--- src/rtl/shortint_bit_serializer.sv ---
// shortint_bit_serializer
// Takes 16-bit shortint words over a valid/ready handshake and sends them
// out one bit per cycle. Each frame is the data bits followed by an optional
// even-parity bit. The downstream sink can stall the stream with ser_ready.
module shortint_bit_serializer #(
   parameter int WORD_W    = 16,   // in_word is a shortint, so this must stay 16
   parameter bit MSB_FIRST = 1'b1, // 1: bit 15 goes out first, 0: bit 0 goes out first
   parameter bit PARITY_EN = 1'b1  // 1: append one even-parity bit to each frame
) (
   input  logic       clk,
   input  logic       rst_n,
   input  shortint    in_word,
   input  logic       in_valid,
   output logic       in_ready,
   output logic       ser_data,
   output logic       ser_valid,
   output logic       ser_first,
   output logic       ser_last,
   input  logic       ser_ready,
   output logic       busy,
   output logic [7:0] frame_cnt
);

   localparam int               IDX_W    = $clog2(WORD_W);
   localparam logic [IDX_W-1:0] LAST_IDX = IDX_W'(WORD_W - 1);

   typedef enum logic [1:0] {
      S_IDLE   = 2'd0,
      S_DATA   = 2'd1,
      S_PARITY = 2'd2
   } state_t;

   state_t            state_q, state_d;
   logic [WORD_W-1:0] shift_q, shift_d;
   logic [IDX_W-1:0]  idx_q, idx_d;
   logic              par_q, par_d;
   logic [7:0]        frame_cnt_q, frame_cnt_d;
   // Set on the first edge after reset is released. It keeps in_ready low
   // while reset is held and for the gap before that first edge.
   logic              live_q, live_d;

   logic              out_bit;
   logic [WORD_W-1:0] shift_next;
   logic              in_fire;
   logic              ser_fire;

   // Data bit at the output end of the shift register, and the register after one shift.
   always_comb begin
      if (MSB_FIRST) begin
         out_bit    = shift_q[WORD_W-1];
         shift_next = {shift_q[WORD_W-2:0], 1'b0};
      end else begin
         out_bit    = shift_q[0];
         shift_next = {1'b0, shift_q[WORD_W-1:1]};
      end
   end

   // Output decode from the current state. All outputs are zero while idle or in reset.
   always_comb begin
      // NOTE: every output gets a default before the case statement. No path
      // through the block can then leave one unassigned and infer a latch.
      in_ready  = 1'b0;
      ser_valid = 1'b0;
      ser_data  = 1'b0;
      ser_first = 1'b0;
      ser_last  = 1'b0;
      busy      = 1'b0;
      unique case (state_q)
         S_IDLE: begin
            in_ready = live_q;
         end
         S_DATA: begin
            ser_valid = 1'b1;
            ser_data  = out_bit;
            ser_first = (idx_q == '0);
            ser_last  = !PARITY_EN && (idx_q == LAST_IDX);
            busy      = 1'b1;
         end
         S_PARITY: begin
            ser_valid = 1'b1;
            ser_data  = par_q;
            ser_last  = 1'b1;
            busy      = 1'b1;
         end
         default: begin
            in_ready = 1'b0;
         end
      endcase
   end

   assign in_fire   = in_valid & in_ready;
   assign ser_fire  = ser_valid & ser_ready;
   assign frame_cnt = frame_cnt_q;

   // Next-state logic: accept a word, step through the data bits, then the parity bit.
   always_comb begin
      state_d     = state_q;
      shift_d     = shift_q;
      idx_d       = idx_q;
      par_d       = par_q;
      frame_cnt_d = frame_cnt_q;
      live_d      = 1'b1;
      unique case (state_q)
         S_IDLE: begin
            if (in_fire) begin
               // The word is sent as raw two's complement bits. Its sign has no effect.
               shift_d = WORD_W'(in_word);
               idx_d   = '0;
               par_d   = 1'b0;
               state_d = S_DATA;
            end
         end
         S_DATA: begin
            if (ser_fire) begin
               // XOR of all data bits makes the 17-bit frame hold an even number of ones.
               par_d   = par_q ^ out_bit;
               shift_d = shift_next;
               idx_d   = idx_q + 1'b1;
               if (idx_q == LAST_IDX) begin
                  if (PARITY_EN) begin
                     state_d = S_PARITY;
                  end else begin
                     state_d     = S_IDLE;
                     frame_cnt_d = frame_cnt_q + 8'd1;
                  end
               end
            end
         end
         S_PARITY: begin
            if (ser_fire) begin
               state_d     = S_IDLE;
               frame_cnt_d = frame_cnt_q + 8'd1;
            end
         end
         default: begin
            state_d = S_IDLE;
         end
      endcase
   end

   // State registers. Asserting reset aborts any frame in progress and clears the frame count.
   always_ff @(posedge clk or negedge rst_n) begin
      if (!rst_n) begin
         state_q     <= S_IDLE;
         // NOTE: the shift register has an explicit reset, unlike a plain
         // datapath register. The serial output can then never show X.
         shift_q     <= '0;
         idx_q       <= '0;
         par_q       <= 1'b0;
         frame_cnt_q <= 8'd0;
         live_q      <= 1'b0;
      end else begin
         // NOTE: non-blocking assignments make every flop sample the values
         // from before the edge, regardless of statement order.
         state_q     <= state_d;
         shift_q     <= shift_d;
         idx_q       <= idx_d;
         par_q       <= par_d;
         frame_cnt_q <= frame_cnt_d;
         live_q      <= live_d;
      end
   end

endmodule

--- config.mk ---
export PLATFORM = sky130hd
export DESIGN_NAME = shortint_bit_serializer
export DESIGN_NICKNAME = d
export VERILOG_FILES = /design/src/rtl/shortint_bit_serializer.sv
export SDC_FILE = /design/constraint.sdc
export NUM_CORES = 1
export LEC_CHECK = 0
export BUFFER_PORTS_ARGS = -buffer_cell sky130_fd_sc_hd__buf_2
export CELL_PAD_IN_SITES_DETAIL_PLACEMENT = 1
export CELL_PAD_IN_SITES_GLOBAL_PLACEMENT = 1
export CORE_ASPECT_RATIO = 0.75
export CORE_MARGIN = 3
export CORE_UTILIZATION = 49
export CTS_BUF_LIST = sky130_fd_sc_hd__clkbuf_8
export CTS_CLUSTER_SIZE = 16
export DETAILED_ROUTE_END_ITERATION = 10
export HOLD_SLACK_MARGIN = 0.05
export PLACE_DENSITY = 0.95
export SLEW_MARGIN = 20
export SYNTH_ARGS = -nofsm -noshare
export SYNTH_HDL_FRONTEND = slang
export SYNTH_SLANG_ARGS = --single-unit
--- constraint.sdc ---
create_clock -name clk -period 3.1 [get_ports clk]
set_input_delay 0.62 -clock clk [delete_from_list [all_inputs] [get_ports clk]]
set_output_delay 0.62 -clock clk [all_outputs]
set_load 0.05 [all_outputs]
# [Word-level counts from Yosys, hierarchy flattened]
# Cells that the tools add are included.
[classes] addsub=2 eq_ne=7 muxes=19 n_bitwise=3 n_reduce_logical=7
[ops] op="$mux 16" n=2
[ops] op="$pmux 16 s2" n=1
[ops] op="$add 8x1->8 const B" n=1
[ops] op="$mux 2" n=4
[ops] op="$mux 4" n=2
[ops] op="$ne 2x2->1 const B" n=4
[ops] op="$pmux 4 s2" n=1
[ops] op="$mux 1" n=6
[ops] op="$pmux 2 s3" n=1
[ops] op="$add 4x1->4 const B" n=1
[ops] op="$eq 4x4->1 const B" n=1
[ops] op="$logic_not 4->1" n=1
[ops] op="$pmux 1 s2" n=2
[ops] op="$reduce_and 4->1" n=1
[ops] op="$reduce_and 3->1" n=1
[ops] op="$and 1x1->1" n=2
[ops] op="$eq 2x1->1 const B" n=1
[ops] op="$eq 2x2->1 const B" n=1
[ops] op="$logic_not 2->1" n=1
[ops] op="$reduce_and 2->1" n=1
[ops] op="$reduce_bool 2->1" n=1
[ops] op="$reduce_or 2->1" n=1
[ops] op="$xor 1x1->1" n=1
[word_totals] ff_bits=32 input_bits=20 out_inout_bits=14 wordCells=44

# [Depth between registers and ports, before layout]
# Gate-level depths: netlist of run 1.
[depth] word_depth=6 mapped_depth=7

# [Least setup slack after synthesis of run 1]
# No wires, ideal clock.
[synth_timing] kind="register -> output" start="register state_q[1]" end="output ser_first" arrival_ns=2.235 setup_slack_ns=0.245 stages_incl_launch_ff=7 cell_sequence="dfrtp_1 -> inv_1 -> ha_1 -> buf_2 -> buf_2 -> nand2_1 -> nor3_1"
[synth_via] elab_chain_len=2
[synth_lines] item="start, declared" line="33" text="state_t state_q, state_d;"
[synth_lines] item="start signal, assigned" line="155" text="state_q <= state_d;"
[synth_lines] item="$eq 2x1->1" line="68" text="unique case (state_q)"
[synth_lines] item="$mux 1" line="68"
[synth_lines] item="end, declared" line="17" text="output logic ser_first,"
# Every way passes these cells.

# [Final worst setup path of run 1]
[layout_timing] start="register state_q[1]" end="output ser_data"
[layout_via] elab_chain_len=2 word_cells_on_any_way=3
[layout_lines] item="$eq 2x2->1 / $eq 2x1->1 (equally long branches)" line="68"
[layout_lines] item="$pmux 1 s2 (*)" line="68"
[layout_lines] item="end, declared" line="15" text="output logic ser_data,"
# Mark *: on every way between the ends. The rest lies on a longest branch, timed or not.

==> qor.yml, run 1 <==
cts:
  tritoncts: "done"
  path_clk_slew_ns: 0.07
  cts_buffers: 5
  clock_sinks: 32
  root_buffer: "clkbuf_8"
  postCtsHoldBufs: 0
  insertion_delay_ns: 0.28
  cts_setup_buffers: 0
  htree_levels: 2
  cts-resized-gates: 0
  clockBufferDepth: 2
global_route:
  grt_first_pass_wirelength_um: 7220
  grt_max_degree: 33
  antenna_found_initial: 0
  grtUsageTotal_pct: 23.1
  grt-ovfl-total: 0
  grt_pass1_vias: 1433
power_and_ir_drop:
  power_frac_clock_pct: 16.8
  p_leak_nw: 0.973
  pwr-share-comb_pct: 49.4
  netSwitchingPower_mw: 0.725
  power_density_mw_per_mm2: 953
  p_sw_share_pct: 37.7
  vdd_ir_drop_max_v: 0.000560
  power.internal_mw: 1.20
  sequentialPowerShare_pct: 33.8
sta:
  whs_ns: 0.377
  hold_violations: 0
  setup_tns_ns: 0
  min_period_ns: 2.70
  worst_slew_pin_slew_ns: 0.879
  timing.fmax_mhz: 371
  setup_ws_ns: 0.403
  setup_violations: 0
  fin_crit_sh_pct: 87.0
  max_slew_margin_pct: 41.3
  skew_ns: 0.00667
  maxSlewViolCount: 0
  rsz0062_at_grt: "no"
floorplanning:
  core_mm2: 0.00336
  start_util_pct: 51.8
  die_w_um: 74.8
  ios: 34
  placementRows: 18
  die_y_um: 57.6
  die-area_mm2: 0.00430
synthesis:
  synth_area_per_cell_um2: 12.2
  yosysUniqueCellTypes: 39
  synthFlopType: "dfrtp_1"
  synth_edf_count: 0
  synth_common_cells: "dfrtp_1, mux2_2, mux2_4"
  yosysMostFrequentCell: "dfrtp_1"
  syn-num-nets: 169
  yosysWarnings: 0
  seq_area_frac_synth_pct: 46.1
  yosysTopAreaCellShare_pct: 46.1
  async_flop_share_pct: 100
  syn_inst: 142
  yosys.area.top_type: "dfrtp_1"
  yosys_register_bits: 32
  ys_top_cells_by_area: "dfrtp_1, mux2_2, mux2_4, ha_1, xnor2_1"
  synth_area_mm2: 0.00174
min_path:
  min_path_type: "input pin to asynchronous set/reset pin"
route:
  drc: 0
  first_pass_iters: 4
  num_vias: 1241
  drt_iter0_markers: 71
  wl_um: 4340
  postRouteAntennaNets: 0
  drt-wirelength-per-cell_um: 19.9
  vias_per_cell: 5.69
setup_path:
  crit_required_ns: 2.48
  crit_path_start_kind: "flop"
  worstSetupPathType: "flop to output pin"
  path_max_fanout: 19
  worstPathArrival_ns: 2.08
  cp-end-kind: "output pin"
cells_and_area:
  antenna_cells: 0
  drive_gt1_share_pct: 44.4
  fin_nets: 204
  fin_cells: 218
  fin_area_mm2: 0.00202
  fill_cells: 352
  area_delta_synth_final_pct: 16.1
run_status:
  outcome: "completed"
placed_design:
  dp_hpwl_um: 3180
  postPlaceCellArea_mm2: 0.00193
  port_buffers: 33
  place_inst: 210
  dpl_worst_slack_ns: 0.623
  gp_congestion: 0.764
run:
  cap_violations: 0
## critical path, cell delays in order, from the launching register on
cell,delay [ns]
dfrtp_1,0.40
inv_1,0.11
ha_1,0.66
a22oi_1,0.21
nor2b_1,0.15
buf_2,0.27
## per-stage QoR
stage | utilization [%] | total power [mW]
6_report | 60.1 | 1.92
3_5_place_dp | 57.5 | 1.61
4_1_cts | 60.1 | 1.94
2_1_floorplan | - | 1.41
3_3_place_gp | 57.5 | 1.51
5_1_grt | 60.1 | 2.04
## logic make-up after synthesis
group / Yosys count / synth area share, %
other cells: 1 / 0.216
mux: 33 / 23.0
compound gates: 15 / 6.91
flops: 32 / 46.1
buf+inv: 12 / 3.38
simple gates: 35 / 11.8
xor+xnor: 7 / 3.53
fa+ha+maj: 7 / 5.04
## per-layer routing
layer	routed length (um)	GRT usage [%]	vias to the layer above	part of all wire, %
met5	0	0	-	0
met4	73	8.88	0	1.7
met3	135	5.46	8	3.1
met2	2340	39.5	27	54
met1	1790	27.9	623	41
li1	-	-	583	-
## placed cells by master, fill, tap and decap left out, drive strengths merged, types with 2 or more instances in the layout
cell	netlist	routed
xnor2	5	5
nand4	3	3
nand3	6	6
and3	2	2
nand2	7	7
clkbuf	3	6
nor2b	3	3
o21ai	4	4
o211ai	3	3
inv	5	7
buf	4	35
or4b	2	2
a211oi	2	2
ha	7	7
and2	2	2
dfrtp	32	32
nor2	2	2
nor3	2	2
mux2	32	32
xor2	2	2
## sequential cells by signal, summed over array words and instances, names as in the netlist
register and cells:
shift_q 16, frame_cnt 8, par_q 1, state_q 2
live_q 1, idx_q 4
## cell type report
cell class / count / area, um^2 / share of cell area [%]
Clock buffer: 6 / 82.6 / 4.09
Clock inverter: 2 / 7.51 / 0.372
Inverter: 5 / 18.8 / 0.930
Multi-Input combinational cell: 98 / 878 / 43.5
Sequential cell: 32 / 801 / 39.7
Tap cell: 40 / 50.0 / 2.48
Timing Repair Buffer: 35 / 180 / 8.93
## path summary, 6_finish.rpt
path	start	to	slack [ns]	cells after the start
worst min-delay path	rst_n	shift_q[15]$_DFFE_PN0P_	0.38	1
max in group asynchronous	rst_n	shift_q[10]$_DFFE_PN0P_	2.26	1
worst min register to register	frame_cnt[7]$_DFFE_PN0P_	frame_cnt[7]$_DFFE_PN0P_	0.48	1
worst max-delay path	state_q[1]$_DFFE_PN0P_	ser_data	0.40	5
min in group clk	frame_cnt[7]$_DFFE_PN0P_	frame_cnt[7]$_DFFE_PN0P_	0.48	1
worst max register to register	state_q[1]$_DFFE_PN0P_	shift_q[0]$_DFFE_PN0P_	0.59	6
## power by group through the flow
stage / Sequential (mW) / Combinational (mW) / Clock [mW]
2_1_floorplan: 0.616 / 0.793 / 0
3_5_place_dp: 0.655 / 0.957 / 0
5_1_grt: 0.669 / 1.02 / 0.354
4_1_cts: 0.650 / 0.954 / 0.337
3_3_place_gp: 0.635 / 0.873 / 0
6_report: 0.651 / 0.951 / 0.322
Note: power is estimated with default switching activity, not from simulation.
==> run 2: changes to the inputs <==
--- a/config.mk
+++ b/config.mk
@@ -10,12 +10,12 @@
 export CELL_PAD_IN_SITES_GLOBAL_PLACEMENT = 1
 export CORE_ASPECT_RATIO = 0.75
 export CORE_MARGIN = 3
-export CORE_UTILIZATION = 49
+export CORE_UTILIZATION = 45
 export CTS_BUF_LIST = sky130_fd_sc_hd__clkbuf_8
 export CTS_CLUSTER_SIZE = 16
 export DETAILED_ROUTE_END_ITERATION = 10
 export HOLD_SLACK_MARGIN = 0.05
-export PLACE_DENSITY = 0.95
+export PLACE_DENSITY = 0.9
 export SLEW_MARGIN = 20
 export SYNTH_ARGS = -nofsm -noshare
 export SYNTH_HDL_FRONTEND = slang
==> run 2 against run 1 <==
Against the previous run: combinational power is 0.6% lower; die area is 8.1% higher; via count is 0.97% higher; clock skew is 0.0018 ns lower; final cell count is 4.6% higher; fmax is 2.2% higher.
==> qor.yml, run 2 (synthesized netlist as in run 1, its figures left out) <==
cts:
  cts_buffers: 5
  clockBufferDepth: 2
  path_clk_slew_ns: 0.06
  htree_levels: 2
  tritoncts: "done"
  cts-resized-gates: 0
  clock_sinks: 32
  postCtsHoldBufs: 0
  insertion_delay_ns: 0.28
  cts_setup_buffers: 0
  root_buffer: "clkbuf_8"
placed_design:
  postPlaceCellArea_mm2: 0.00195
  port_buffers: 33
  dp_hpwl_um: 3090
  gp_congestion: 0.847
setup_path:
  r2r_cells: 6
  reg2reg_setup_slack_ns: 0.71
  critPathMaxStageDelay_ns: 0.59
  crit_required_ns: 2.48
  cp-end-kind: "output pin"
  path_cells: "inv_1 -> ha_1 -> nand2_1 -> nor3_1 -> buf_2"
  worstSetupPathType: "flop to output pin"
  critPathSlowestCell: "ha_1"
  timing.rr.start: "state_q[1]$_DFFE_PN0P_"
  path_max_fanout: 17
  worstPathArrival_ns: 2.02
  worstReg2RegEnd: "shift_q[0]$_DFFE_PN0P_"
  crit_path_start_kind: "flop"
route:
  postRouteAntennaNets: 0
  drt_iter0_markers: 72
  vias_per_cell: 5.50
  drc: 0
  first_pass_iters: 4
  wl_um: 4090
  num_vias: 1253
  drt-wirelength-per-cell_um: 17.9
sta:
  worst_slew_pin_slew_ns: 0.712
  hold_violations: 0
  setup_violations: 0
  rsz0062_at_grt: "no"
  skew_ns: 0.00487
  setup_tns_ns: 0
  fin_crit_sh_pct: 85.1
  maxSlewViolCount: 0
  min_period_ns: 2.64
  timing.fmax_mhz: 379
  max_slew_margin_pct: 52.6
cells_and_area:
  fin_area_mm2: 0.00203
  fill_cells: 383
  largest-register: "shift_q"
  layout_commonest_cell: "buf_2"
  area_delta_synth_final_pct: 16.6
  multiInputGateArea_um2: 878
  largest_reg_flops: 16
  postLayoutCoreUtil_pct: 58.0
  most-common-layout-cells: "buf_2, dfrtp_1, mux2_2"
  antenna_cells: 0
  fin_nets: 205
  drive_gt1_share_pct: 44.9
  seq_area_um2: 801
floorplanning:
  start_util_pct: 49.8
  ios: 34
  die_w_um: 77.8
  die_y_um: 59.8
  core_mm2: 0.00349
  die-area_mm2: 0.00465
  placementRows: 18
global_route:
  grt_first_pass_wirelength_um: 7090
  antenna_found_initial: 0
  grtUsageTotal_pct: 20.4
  grt_max_degree: 33
  grt_pass1_vias: 1428
  grt-ovfl-total: 0
power_and_ir_drop:
  power_density_mw_per_mm2: 932
  vdd_ir_drop_max_v: 0.000465
  p_leak_nw: 0.970
run_status:
  outcome: "completed"
run:
  cap_violations: 0
min_path:
  min_path_type: "input pin to asynchronous set/reset pin"
-- run 2: per-stage QoR --
stage / cells / worst slack [ns] / power (mW) / hold WS (ns)
4_1_cts: 228 / 0.446 / 1.91 / 0.407
5_1_grt: 228 / 0.305 / 2.02 / 0.444
6_report: 228 / 0.461 / 1.89 / 0.385
3_5_place_dp: 221 / 0.708 / 1.61 / 0.460
2_1_floorplan: 142 / 0.245 / 1.41 / 0.324
3_3_place_gp: 221 / 0.861 / 1.53 / 0.451
-- run 2: final cells by class --
| class | instances | area share [%] |
|---|---|---|
| clock buffers | 5 | 3.40 |
| clock inverters | 2 | 0.432 |
| inverters | 5 | 0.926 |
| multi-input cells | 98 | 43.4 |
| flip-flops and latches | 32 | 39.5 |
| well taps | 50 | 3.09 |
| repair buffers | 36 | 9.26 |
-- run 2: how the worst max path moves through the flow --
stage | cells past startpoint | endpoint | slack [ns] | start
after floorplan | 6 | ser_first | 0.24 | state_q[1]$_DFFE_PN0P_
after global placement | 5 | ser_first | 0.86 | state_q[1]$_DFFE_PN0P_
after detailed placement | 6 | shift_q[4]$_DFFE_PN0P_ | 0.71 | state_q[1]$_DFFE_PN0P_
after CTS | 5 | ser_first | 0.45 | state_q[1]$_DFFE_PN0P_
after global routing | 5 | ser_first | 0.30 | state_q[1]$_DFFE_PN0P_
final | 5 | ser_first | 0.46 | state_q[1]$_DFFE_PN0P_
-- run 2: worst max-delay path: cells and delay by family, from the launching register on --
kind	cells	cell delay (ns)
adder cells (fa/ha/maj)	1	0.59
buffers and inverters	2	0.41
flip-flops	1	0.40
AND/OR/NAND/NOR	2	0.32
-- run 2: power breakdown --
part | internal [mW] | switching [mW]
sequential | 0.555 | 0.0912
combinational | 0.475 | 0.470
clock | 0.149 | 0.148
total | 1.18 | 0.709
-- run 2: layer usage --
metal / wire length, um / part of all wire [%] / global-route usage (%)
met5: 0 / 0 / 0
met4: 115 / 2.8 / 12.4
met3: 189 / 4.6 / 4.82
met2: 2080 / 51 / 35.6
met1: 1700 / 42 / 23.0
==> run 3: changes to the inputs <==
==> constraint.sdc (replaced) <==
create_clock -name clk -period 3.4 [get_ports clk]
set_input_delay 0.68 -clock clk [delete_from_list [all_inputs] [get_ports clk]]
set_output_delay 0.68 -clock clk [all_outputs]
set_load 0.05 [all_outputs]
==> run 3 against run 2 <==
Against the previous run: clock skew is 0.0014 ns lower; largest cell class unchanged; global-route usage shrank 0.76 points; highest routed layer unchanged; sequential power fell by 9.0%; final cell count stayed put.
==> qor.yml, run 3 (synthesized netlist as in run 1, its figures left out) <==
run_status:
  outcome: "completed"
run:
  cap_violations: 0
global_route:
  grt.met2_usage_pct: 34.9
  grt-ovfl-total: 0
  top_usage_layer: "met2"
  grt_first_pass_wirelength_um: 6780
  grt_pass1_vias: 1350
  met3_usage_pct: 5.42
  grtUsageTotal_pct: 19.6
  grtUsageMet1_pct: 22.3
  antenna_found_initial: 0
  grt_max_degree: 33
sta:
  hold_violations: 0
  rsz0062_at_grt: "no"
  skew_ns: 0.00352
  maxSlewViolCount: 0
  setup_violations: 0
  fin_crit_sh_pct: 80.0
  setup_tns_ns: 0
  timing.fmax_mhz: 368
  worst_slew_pin_slew_ns: 0.843
  min_period_ns: 2.72
  max_slew_margin_pct: 43.7
power_and_ir_drop:
  power_frac_clock_pct: 17.1
  power_density_mw_per_mm2: 855
  p_leak_nw: 0.971
  power.internal_mw: 1.09
  sequentialPowerShare_pct: 33.8
  pwr-share-comb_pct: 49.1
  vdd_ir_drop_max_v: 0.000418
  p_sw_share_pct: 37.1
  netSwitchingPower_mw: 0.646
  p_total_mw: 1.74
cells_and_area:
  fin_nets: 204
  fill_cells: 378
  drive_gt1_share_pct: 45.5
  seq_area_um2: 801
  area_delta_synth_final_pct: 17.0
  multiInputGateArea_um2: 878
  antenna_cells: 0
  most-common-layout-cells: "buf_2, dfrtp_1, mux2_2"
  layout_commonest_cell: "buf_2"
  largest-register: "shift_q"
  postLayoutCoreUtil_pct: 58.2
  largest_reg_flops: 16
setup_path:
  path_cells: "inv_1 -> ha_1 -> nand2_1 -> nor3_1 -> buf_2"
  critPathSlowestCell: "ha_1"
  crit_required_ns: 2.72
  worstPathArrival_ns: 2.04
  cp_top_family: "adder cells"
  path_max_fanout: 17
  timing.rr.start: "state_q[1]$_DFFE_PN0P_"
  reg2reg_setup_slack_ns: 0.99
  worstSetupPathType: "flop to output pin"
  crit_path_start_kind: "flop"
  worstReg2RegEnd: "shift_q[0]$_DFFE_PN0P_"
  crit_start: "state_q[1]$_DFFE_PN0P_"
  r2r_cells: 6
  cp-end-kind: "output pin"
  crit_buf_inv: 2
  critPathMaxStageDelay_ns: 0.59
floorplanning:
  placementRows: 18
  ios: 34
  die_w_um: 77.8
  die-area_mm2: 0.00465
  die_y_um: 59.8
  start_util_pct: 49.8
  core_mm2: 0.00349
cts:
  path_clk_slew_ns: 0.06
  tritoncts: "done"
  insertion_delay_ns: 0.28
  clockBufferDepth: 2
  cts-resized-gates: 0
  postCtsHoldBufs: 0
  htree_levels: 2
  clock_sinks: 32
  cts_setup_buffers: 0
  root_buffer: "clkbuf_8"
  cts_buffers: 5
placed_design:
  port_buffers: 33
  dp_hpwl_um: 3020
  gp_congestion: 0.831
route:
  drc: 0
  num_vias: 1233
  vias_per_cell: 5.41
  drt_iter0_markers: 81
  drt-wirelength-per-cell_um: 17.3
  wl_um: 3950
  first_pass_iters: 4
  postRouteAntennaNets: 0
min_path:
  min_path_type: "input pin to asynchronous set/reset pin"
## run 3: changes by cell type in the layout (fill, tap and decap cells not counted), sizes merged
cell | previous run | this run
buf | 36 | 35
inv | 6 | 5
clkinv | 1 | 2
clkbuf | 5 | 6
## run 3: how the worst max path moves through the flow
| stage | endpoint | slack (ns) | cells past startpoint |
|---|---|---|---|
| 3_3_place_gp | ser_first | 1.09 | 5 |
| 3_5_place_dp | ser_data | 0.97 | 5 |
| 6_report | ser_first | 0.68 | 5 |
| 4_1_cts | ser_data | 0.65 | 5 |
| 2_1_floorplan | ser_first | 0.48 | 6 |
| 5_1_grt | ser_data | 0.53 | 5 |
## run 3: layout make-up
cell class | instances | share of cell area [%]
Clock buffer | 6 | 4.06
Sequential cell | 32 | 39.4
Timing Repair Buffer | 35 | 8.86
Multi-Input combinational cell | 98 | 43.2
Inverter | 5 | 0.923
Clock inverter | 2 | 0.492
Tap cell | 50 | 3.08
## run 3: metrics by stage
stage,instance area (um^2),setup WS [ns],hold WS (ns),cells
after detailed placement,1940,0.974,0.474,220
after global routing,2030,0.531,0.492,228
after global placement,1940,1.09,0.451,220
after floorplan,1740,0.485,0.384,142
final,2030,0.682,0.443,228
after CTS,2030,0.654,0.449,228
## run 3: power groups by stage
stage / sequential [mW] / clock, mW / combinational [mW]
after floorplan: 0.561 / 0 / 0.723
after global placement: 0.578 / 0 / 0.805
after detailed placement: 0.594 / 0 / 0.861
after CTS: 0.589 / 0.310 / 0.865
after global routing: 0.605 / 0.327 / 0.924
final: 0.588 / 0.297 / 0.855
## run 3: layer usage
layer  share of wire, %  wire (um)  vias up
li1                   -          -      574
met1                 42       1660      623
met2                 52       2070       29
met3                3.8        149        7
met4                1.7         67        0
met5                  0          0        -
